### src/rtl/pt_ring_inject_if.sv
// pt_ring_inject_if: request, payload and ring-write signals of the ring injector.
// oWrDat grows by one parity bit when PT_RING_INJECT_PARITY_EN is defined.
interface pt_ring_inject_if #(
    parameter int WIDTH = 32,
    parameter int ID_W  = 4,
    parameter int LEN_W = 4
);
`ifdef PT_RING_INJECT_PARITY_EN
    localparam int OW = WIDTH + 3;
`else
    localparam int OW = WIDTH + 2;
`endif
    logic             iReqVld;
    logic [ID_W-1:0]  iDst;
    logic [LEN_W-1:0] iLen;
    logic             oReqRdy;
    logic             iPldVld;
    logic [WIDTH-1:0] iPldDat;
    logic             oPldRdy;
    logic             iDnFul;
    logic             oWrEn;
    logic [OW-1:0]    oWrDat;
    logic             oBusy;
    logic [15:0]      oPktCnt;

    modport master (
        output iReqVld, iDst, iLen, iPldVld, iPldDat, iDnFul,
        input  oReqRdy, oPldRdy, oWrEn, oWrDat, oBusy, oPktCnt
    );
    modport slave (
        input  iReqVld, iDst, iLen, iPldVld, iPldDat, iDnFul,
        output oReqRdy, oPldRdy, oWrEn, oWrDat, oBusy, oPktCnt
    );
endinterface

### src/rtl/pt_ring_inject.sv
// pt_ring_inject: turns a {dst,len} request plus len payload words into head/body/tail flits
// for a ring FIFO; PT_RING_INJECT_PARITY_EN appends an even-parity bit to every flit.
module pt_ring_inject #(
    parameter int WIDTH = 32,
    parameter int ID_W  = 4,
    parameter int LEN_W = 4
) (
    input logic             clk,
    input logic             rst,
    pt_ring_inject_if.slave bus
);
    if (WIDTH < ID_W + LEN_W) begin : g_width_chk
        $error("pt_ring_inject: WIDTH must be >= ID_W+LEN_W");
    end

    typedef enum logic [1:0] {IDLE, HEAD, BODY} state_e;

    state_e           state_q, state_d;
    logic             out_vld_q, out_vld_d;
    logic [WIDTH+1:0] out_dat_q, out_dat_d;
    logic [LEN_W-1:0] rem_q, rem_d;
    logic [15:0]      cnt_q, cnt_d;
    logic             wr_en, free, req_acc, pld_acc, last_out;

    // Tail (10) and single (11) flits both have the upper type bit set: they close a packet.
    assign last_out = out_dat_q[WIDTH+1];
    assign req_acc  = bus.iReqVld & bus.oReqRdy;
    assign pld_acc  = bus.iPldVld & bus.oPldRdy;

    always_ff @(posedge clk) begin
        if (!rst)
            state_q <= IDLE;
        else
            state_q <= state_d;
    end

    always_comb begin
        state_d = state_q == IDLE ? (req_acc ? HEAD : IDLE)
                : state_q == HEAD ? (wr_en ? (last_out ? IDLE : BODY) : HEAD)
                : (wr_en && last_out ? IDLE : BODY);
    end

    // Payload is taken while the head drains so body flits follow the head without a bubble.
    always_comb begin
        wr_en       = out_vld_q & !bus.iDnFul & rst;
        free        = !out_vld_q | wr_en;
        bus.oWrEn   = wr_en;
        bus.oReqRdy = (state_q == IDLE) & free;
        bus.oPldRdy = (state_q != IDLE) & free & (rem_q != '0);
        bus.oBusy   = (state_q != IDLE) | out_vld_q;
    end

    always_comb begin
        out_vld_d = req_acc | pld_acc | (out_vld_q & !wr_en);
        out_dat_d = req_acc ? {(bus.iLen == '0 ? 2'b11 : 2'b01), WIDTH'({bus.iLen, bus.iDst})}
                  : pld_acc ? {(rem_q == LEN_W'(1) ? 2'b10 : 2'b00), bus.iPldDat}
                  : out_dat_q;
        rem_d     = req_acc ? bus.iLen : rem_q - LEN_W'(pld_acc);
        cnt_d     = cnt_q + 16'(wr_en & last_out);
    end

    always_ff @(posedge clk) begin
        if (!rst) begin
            out_vld_q <= 1'b0;
            out_dat_q <= '0;
            rem_q     <= '0;
            cnt_q     <= '0;
        end else begin
            out_vld_q <= out_vld_d;
            out_dat_q <= out_dat_d;
            rem_q     <= rem_d;
            cnt_q     <= cnt_d;
        end
    end

    assign bus.oPktCnt = cnt_q;
`ifdef PT_RING_INJECT_PARITY_EN
    assign bus.oWrDat = {^out_dat_q, out_dat_q};
`else
    assign bus.oWrDat = out_dat_q;
`endif
endmodule
### src/flat_wrapper.sv
// flat-port wrapper written by rule: the top's interface ports become plain ports
module pt_ring_inject_flat 
#(
    parameter int WIDTH = 32,
    parameter int ID_W  = 4,
    parameter int LEN_W = 4
)
  (clk, rst, bus_iReqVld, bus_iDst, bus_iLen, bus_iPldVld, bus_iPldDat, bus_iDnFul, bus_oReqRdy, bus_oPldRdy, bus_oWrEn, bus_oWrDat, bus_oBusy, bus_oPktCnt);
  pt_ring_inject_if #(.WIDTH(WIDTH), .ID_W(ID_W), .LEN_W(LEN_W)) bus_i ();
  input logic clk;
  input logic rst;
  input wire logic [$bits(bus_i.iReqVld)-1:0] bus_iReqVld;
  input wire logic [$bits(bus_i.iDst)-1:0] bus_iDst;
  input wire logic [$bits(bus_i.iLen)-1:0] bus_iLen;
  input wire logic [$bits(bus_i.iPldVld)-1:0] bus_iPldVld;
  input wire logic [$bits(bus_i.iPldDat)-1:0] bus_iPldDat;
  input wire logic [$bits(bus_i.iDnFul)-1:0] bus_iDnFul;
  output wire logic [$bits(bus_i.oReqRdy)-1:0] bus_oReqRdy;
  output wire logic [$bits(bus_i.oPldRdy)-1:0] bus_oPldRdy;
  output wire logic [$bits(bus_i.oWrEn)-1:0] bus_oWrEn;
  output wire logic [$bits(bus_i.oWrDat)-1:0] bus_oWrDat;
  output wire logic [$bits(bus_i.oBusy)-1:0] bus_oBusy;
  output wire logic [$bits(bus_i.oPktCnt)-1:0] bus_oPktCnt;
  assign bus_i.iReqVld = bus_iReqVld;
  assign bus_i.iDst = bus_iDst;
  assign bus_i.iLen = bus_iLen;
  assign bus_i.iPldVld = bus_iPldVld;
  assign bus_i.iPldDat = bus_iPldDat;
  assign bus_i.iDnFul = bus_iDnFul;
  assign bus_oReqRdy = bus_i.oReqRdy;
  assign bus_oPldRdy = bus_i.oPldRdy;
  assign bus_oWrEn = bus_i.oWrEn;
  assign bus_oWrDat = bus_i.oWrDat;
  assign bus_oBusy = bus_i.oBusy;
  assign bus_oPktCnt = bus_i.oPktCnt;
  pt_ring_inject #(.WIDTH(WIDTH), .ID_W(ID_W), .LEN_W(LEN_W)) u_core (.clk(clk), .rst(rst), .bus(bus_i));
endmodule
### config.mk
export PLATFORM = sky130hd
export DESIGN_NAME = pt_ring_inject_flat
export DESIGN_NICKNAME = d
export VERILOG_FILES = /design/src/rtl/pt_ring_inject_if.sv /design/src/rtl/pt_ring_inject.sv /design/src/flat_wrapper.sv
export SDC_FILE = /design/constraint.sdc
export NUM_CORES = 1
export LEC_CHECK = 0
export BUFFER_PORTS_ARGS = -buffer_cell sky130_fd_sc_hd__buf_2
export CORE_ASPECT_RATIO = 0.7
export CORE_MARGIN = 3
export CORE_UTILIZATION = 40
export CTS_BUF_LIST = sky130_fd_sc_hd__clkbuf_4 sky130_fd_sc_hd__clkbuf_8 sky130_fd_sc_hd__clkbuf_16
export CTS_CLUSTER_DIAMETER = 80
export CTS_CLUSTER_SIZE = 10
export DETAILED_ROUTE_END_ITERATION = 8
export PLACE_DENSITY = 0.65
export REMOVE_ABC_BUFFERS = 1
export SYNTH_ARGS = -nofsm -noshare
export SYNTH_HDL_FRONTEND = slang
export SYNTH_SLANG_ARGS = --single-unit
### constraint.sdc
create_clock -name clk -period 3.1 [get_ports clk]
set_input_delay 0.31 -clock clk [delete_from_list [all_inputs] [get_ports clk]]
set_output_delay 0.31 -clock clk [all_outputs]
set_load 0.005 [all_outputs]
==> results.tsv <==
stage	metric	value	unit
clock_tree	Root Buffer	clkbuf_8	
timing	Worst Max-Slew Pin Slew	0.880	ns
synth	Post-Synth Adder-Cell Area	2.14	%
cells_and_area	most frequent cells in the layout	buf_2, nand2_1, dfxtp_1	
synth	Mapped Cells	277	
power_and_ir_drop	P per Cell Area	546	mW/mm^2
drt	Iteration-0 DRC Markers	78	
cells_and_area	fin nets	424	
clock_tree	Longest Clk Path Bufs	2	
synth	Cell variety after synth	36	
timing	Final setup viols	0	
synth	synthesis-stage register bit count	57	
cells_and_area	most common cell after layout, fill and taps aside	buf_2	
floorplan	IO Count	99	
global_routing	GRT Total Usage	17.1	%
critical_path	crit end category	register	
global_routing	initial antenna violation count	0	
timing	unrepaired setup endpoints after global routing	false	
synth	main combinational cell family by area after synthesis	simple AND/OR/NAND/NOR gates	
place	Placement Setup Slack	0.771	ns
clock_tree	Post-CTS Setup Bufs	0	
run_status	status	completed	
timing	setup tns final	0	ns
timing	endpoints failing hold	0	
synth	Synth Cell Area	0.00234	sq mm
floorplan	Die Height	70.0	um
floorplan	DIE WIDTH	97.4	um
global_routing	vias in the first global route	2001	
critical_path	FF-to-FF path depth	8	
drt	drt total wl	5920	um
cells_and_area	P&R area growth vs syn	29.7	%
drt	drt first pass iters	4	
synth	compound-gate portion of the synthesized area	13.3	%
timing	min Tclk post-route	2.33	ns
drt	vias	2205	
cells_and_area	layout cells sized above 1	32.6	%
cells_and_area	# diodes	0	
global_routing	largest net degree at the start of global routing	36	
drt	Antenna Nets Post-Route	0	
place	routability congestion estimate from global placement	0.755	
synth	Synth Warn #	0	
cells_and_area	post-layout util	55.6	%
clock_tree	Skew-Pair Late Insertion Delay	0.34	ns
clock_tree	CTS tree	built	
synth	Post-synth EDFFs	0	
synth	post-synthesis sequential area ratio	48.8	%
power_and_ir_drop	Leak Pwr	1.36	nW
critical_path	crit start category	register	
floorplan	core area	0.00545	sq mm
cells_and_area	Fill cells	556	
place	PortBufs	98	
synth	Async S/R FF share, synth	0	%
min_path	WHS Path Cells	3	
power_and_ir_drop	Max VDD drop	0.375	mV
floorplan	row cnt	22	
timing	hold slack	0.212	ns
synth	multiplexer area fraction after synthesis	0.857	%
drt	Wirelength per Cell	13.1	um
min_path	Worst Hold Class	in2reg	
global_routing	Overflow after GRT	0	
timing	Setup Skew	0.00794	ns
floorplan	die area	0.00681	sq mm
clock_tree	TritonCTS Sinks	57	
timing	Setup WS post-layout	0.773	ns
clock_tree	post-cts gate resize count	0	
global_routing	first-pass GRT wire length	9340	um
timing	Fmax	0.430	GHz
synth	Post-Synthesis Mean Instance Area	8.44	sq um
drt	DR vias/cell	4.88	
timing	fin crit share	75.1	%
critical_path	worst-path fanout max	35	
flow_run	max-cap violations	0	
critical_path	CP arrival	2.53	ns
timing	slew margin rel.	41.2	%
place	placed wire-length estimate	4170	um
timing	Final Slew Violations	0	
critical_path	Setup CP Type	reg2reg	
clock_tree	hold_buf cts	0	
clock_tree	clock slew at reported path FFs	0.06	ns
synth	xor-xnor portion of the synthesized cell area	5.25	%
clock_tree	clock buffer count from CTS	9	
critical_path	CP required	3.30	ns
synth	Synth Area in Simple Gates	23.8	%
synth	top_reg_cell synth	dfxtp_1	
floorplan	Initial Util	42.9	%
drt	Post-route DRC	0	
clock_tree	CTS H-tree depth	3	
==> metal layers <==
layer	part of all wire [%]	vias to the layer above	global-route usage [%]	wire length [um]
li1	-	1123	-	-
met1	47	990	21.7	2790
met2	41	86	24.1	2430
met3	11	6	10.1	641
met4	0.93	0	5.99	55
met5	0	-	0	0
==> kinds of logic (layout without fill, tap and decap cells) <==
| family | after synthesis | after routing |
|---|---|---|
| AO/OA/AOI/OAI | 54 | 54 |
| XOR/XNOR | 14 | 14 |
| adder cells (fa/ha/maj) | 4 | 4 |
| buffers and inverters | 21 | 124 |
| flip-flops | 57 | 57 |
| multiplexers | 2 | 2 |
| AND/OR/NAND/NOR | 125 | 125 |
==> critical path, stage by stage, from the launching register on <==
cell and delay, ns:
dfxtp_1 0.34, o21ai_0 0.37, a211o_1 0.15, buf_4 0.34, clkinv_4 0.30, ha_1 0.29, ha_1 0.19, xnor2_1 0.14
a21oi_1 0.08
==> state kept, by name, summed over array words and instances (netlist names) <==
signal              count
u_core.bus.oPktCnt     16
u_core.bus.oWrDat      34
u_core.out_vld_q        1
u_core.rem_q            4
u_core.state_q          2
==> final timing paths <==
path	startpoint	to	slack [ns]
worst max register to register	u_core.state_q[1]	u_core.rem_q[2]	0.77
worst min-delay path	bus_iPldDat[26]	u_core.bus.oWrDat[26]	0.21
worst min register to register	u_core.bus.oWrDat[31]	u_core.bus.oWrDat[31]	0.45
worst max-delay path	u_core.state_q[1]	u_core.rem_q[2]	0.77
==> per-stage QoR <==
stage	total power, mW	std cells	area, sq um
3_5_place_dp	1.00	436	2840
5_1_grt	1.74	452	3030
3_3_place_gp	0.998	436	2840
6_report	1.65	452	3030
2_1_floorplan	0.903	263	2230
4_1_cts	1.68	452	3030
==> area by class of cell <==
type	count	area (sq um)	area share (%)
flip-flops and latches	57	1140	37.6
multi-input cells	199	1060	35.0
repair buffers	101	513	16.9
clock buffers	14	186	6.15
well taps	72	90.1	2.97
inverters	7	31.3	1.03
clock inverters	2	10.0	0.330
==> cell usage after synthesis (all sizes together), types with 2 or more instances <==
| master | n | area share, % |
|---|---|---|
| a21oi | 30 | 6.4 |
| nand2 | 75 | 12 |
| dfxtp | 57 | 49 |
| ha | 4 | 2.1 |
| nor3 | 8 | 1.7 |
| nand3 | 5 | 1.1 |
| a31oi | 9 | 2.4 |
| nand4 | 4 | 1.3 |
| xnor2 | 10 | 3.7 |
| xor2 | 4 | 1.5 |
| and2 | 2 | 0.54 |
| o21ai | 9 | 1.9 |
| mux2i | 2 | 0.86 |
| nor4 | 4 | 1.3 |
| nor2 | 19 | 3.1 |
| inv | 5 | 0.80 |
| clkinv | 2 | 0.54 |
| nand2b | 3 | 1.1 |
| a211oi | 2 | 0.64 |
| and3 | 3 | 0.80 |
| buf | 13 | 4.3 |
==> power breakdown <==
| part | switching [mW] | leakage (nW) | internal [mW] |
|---|---|---|---|
| Clock | 0.287 | 0.106 | 0.384 |
| Sequential | 0.0226 | 0.463 | 0.766 |
| Combinational | 0.112 | 0.786 | 0.0824 |
| Total | 0.422 | 1.36 | 1.23 |
Note: power is estimated with default switching activity, not from simulation.
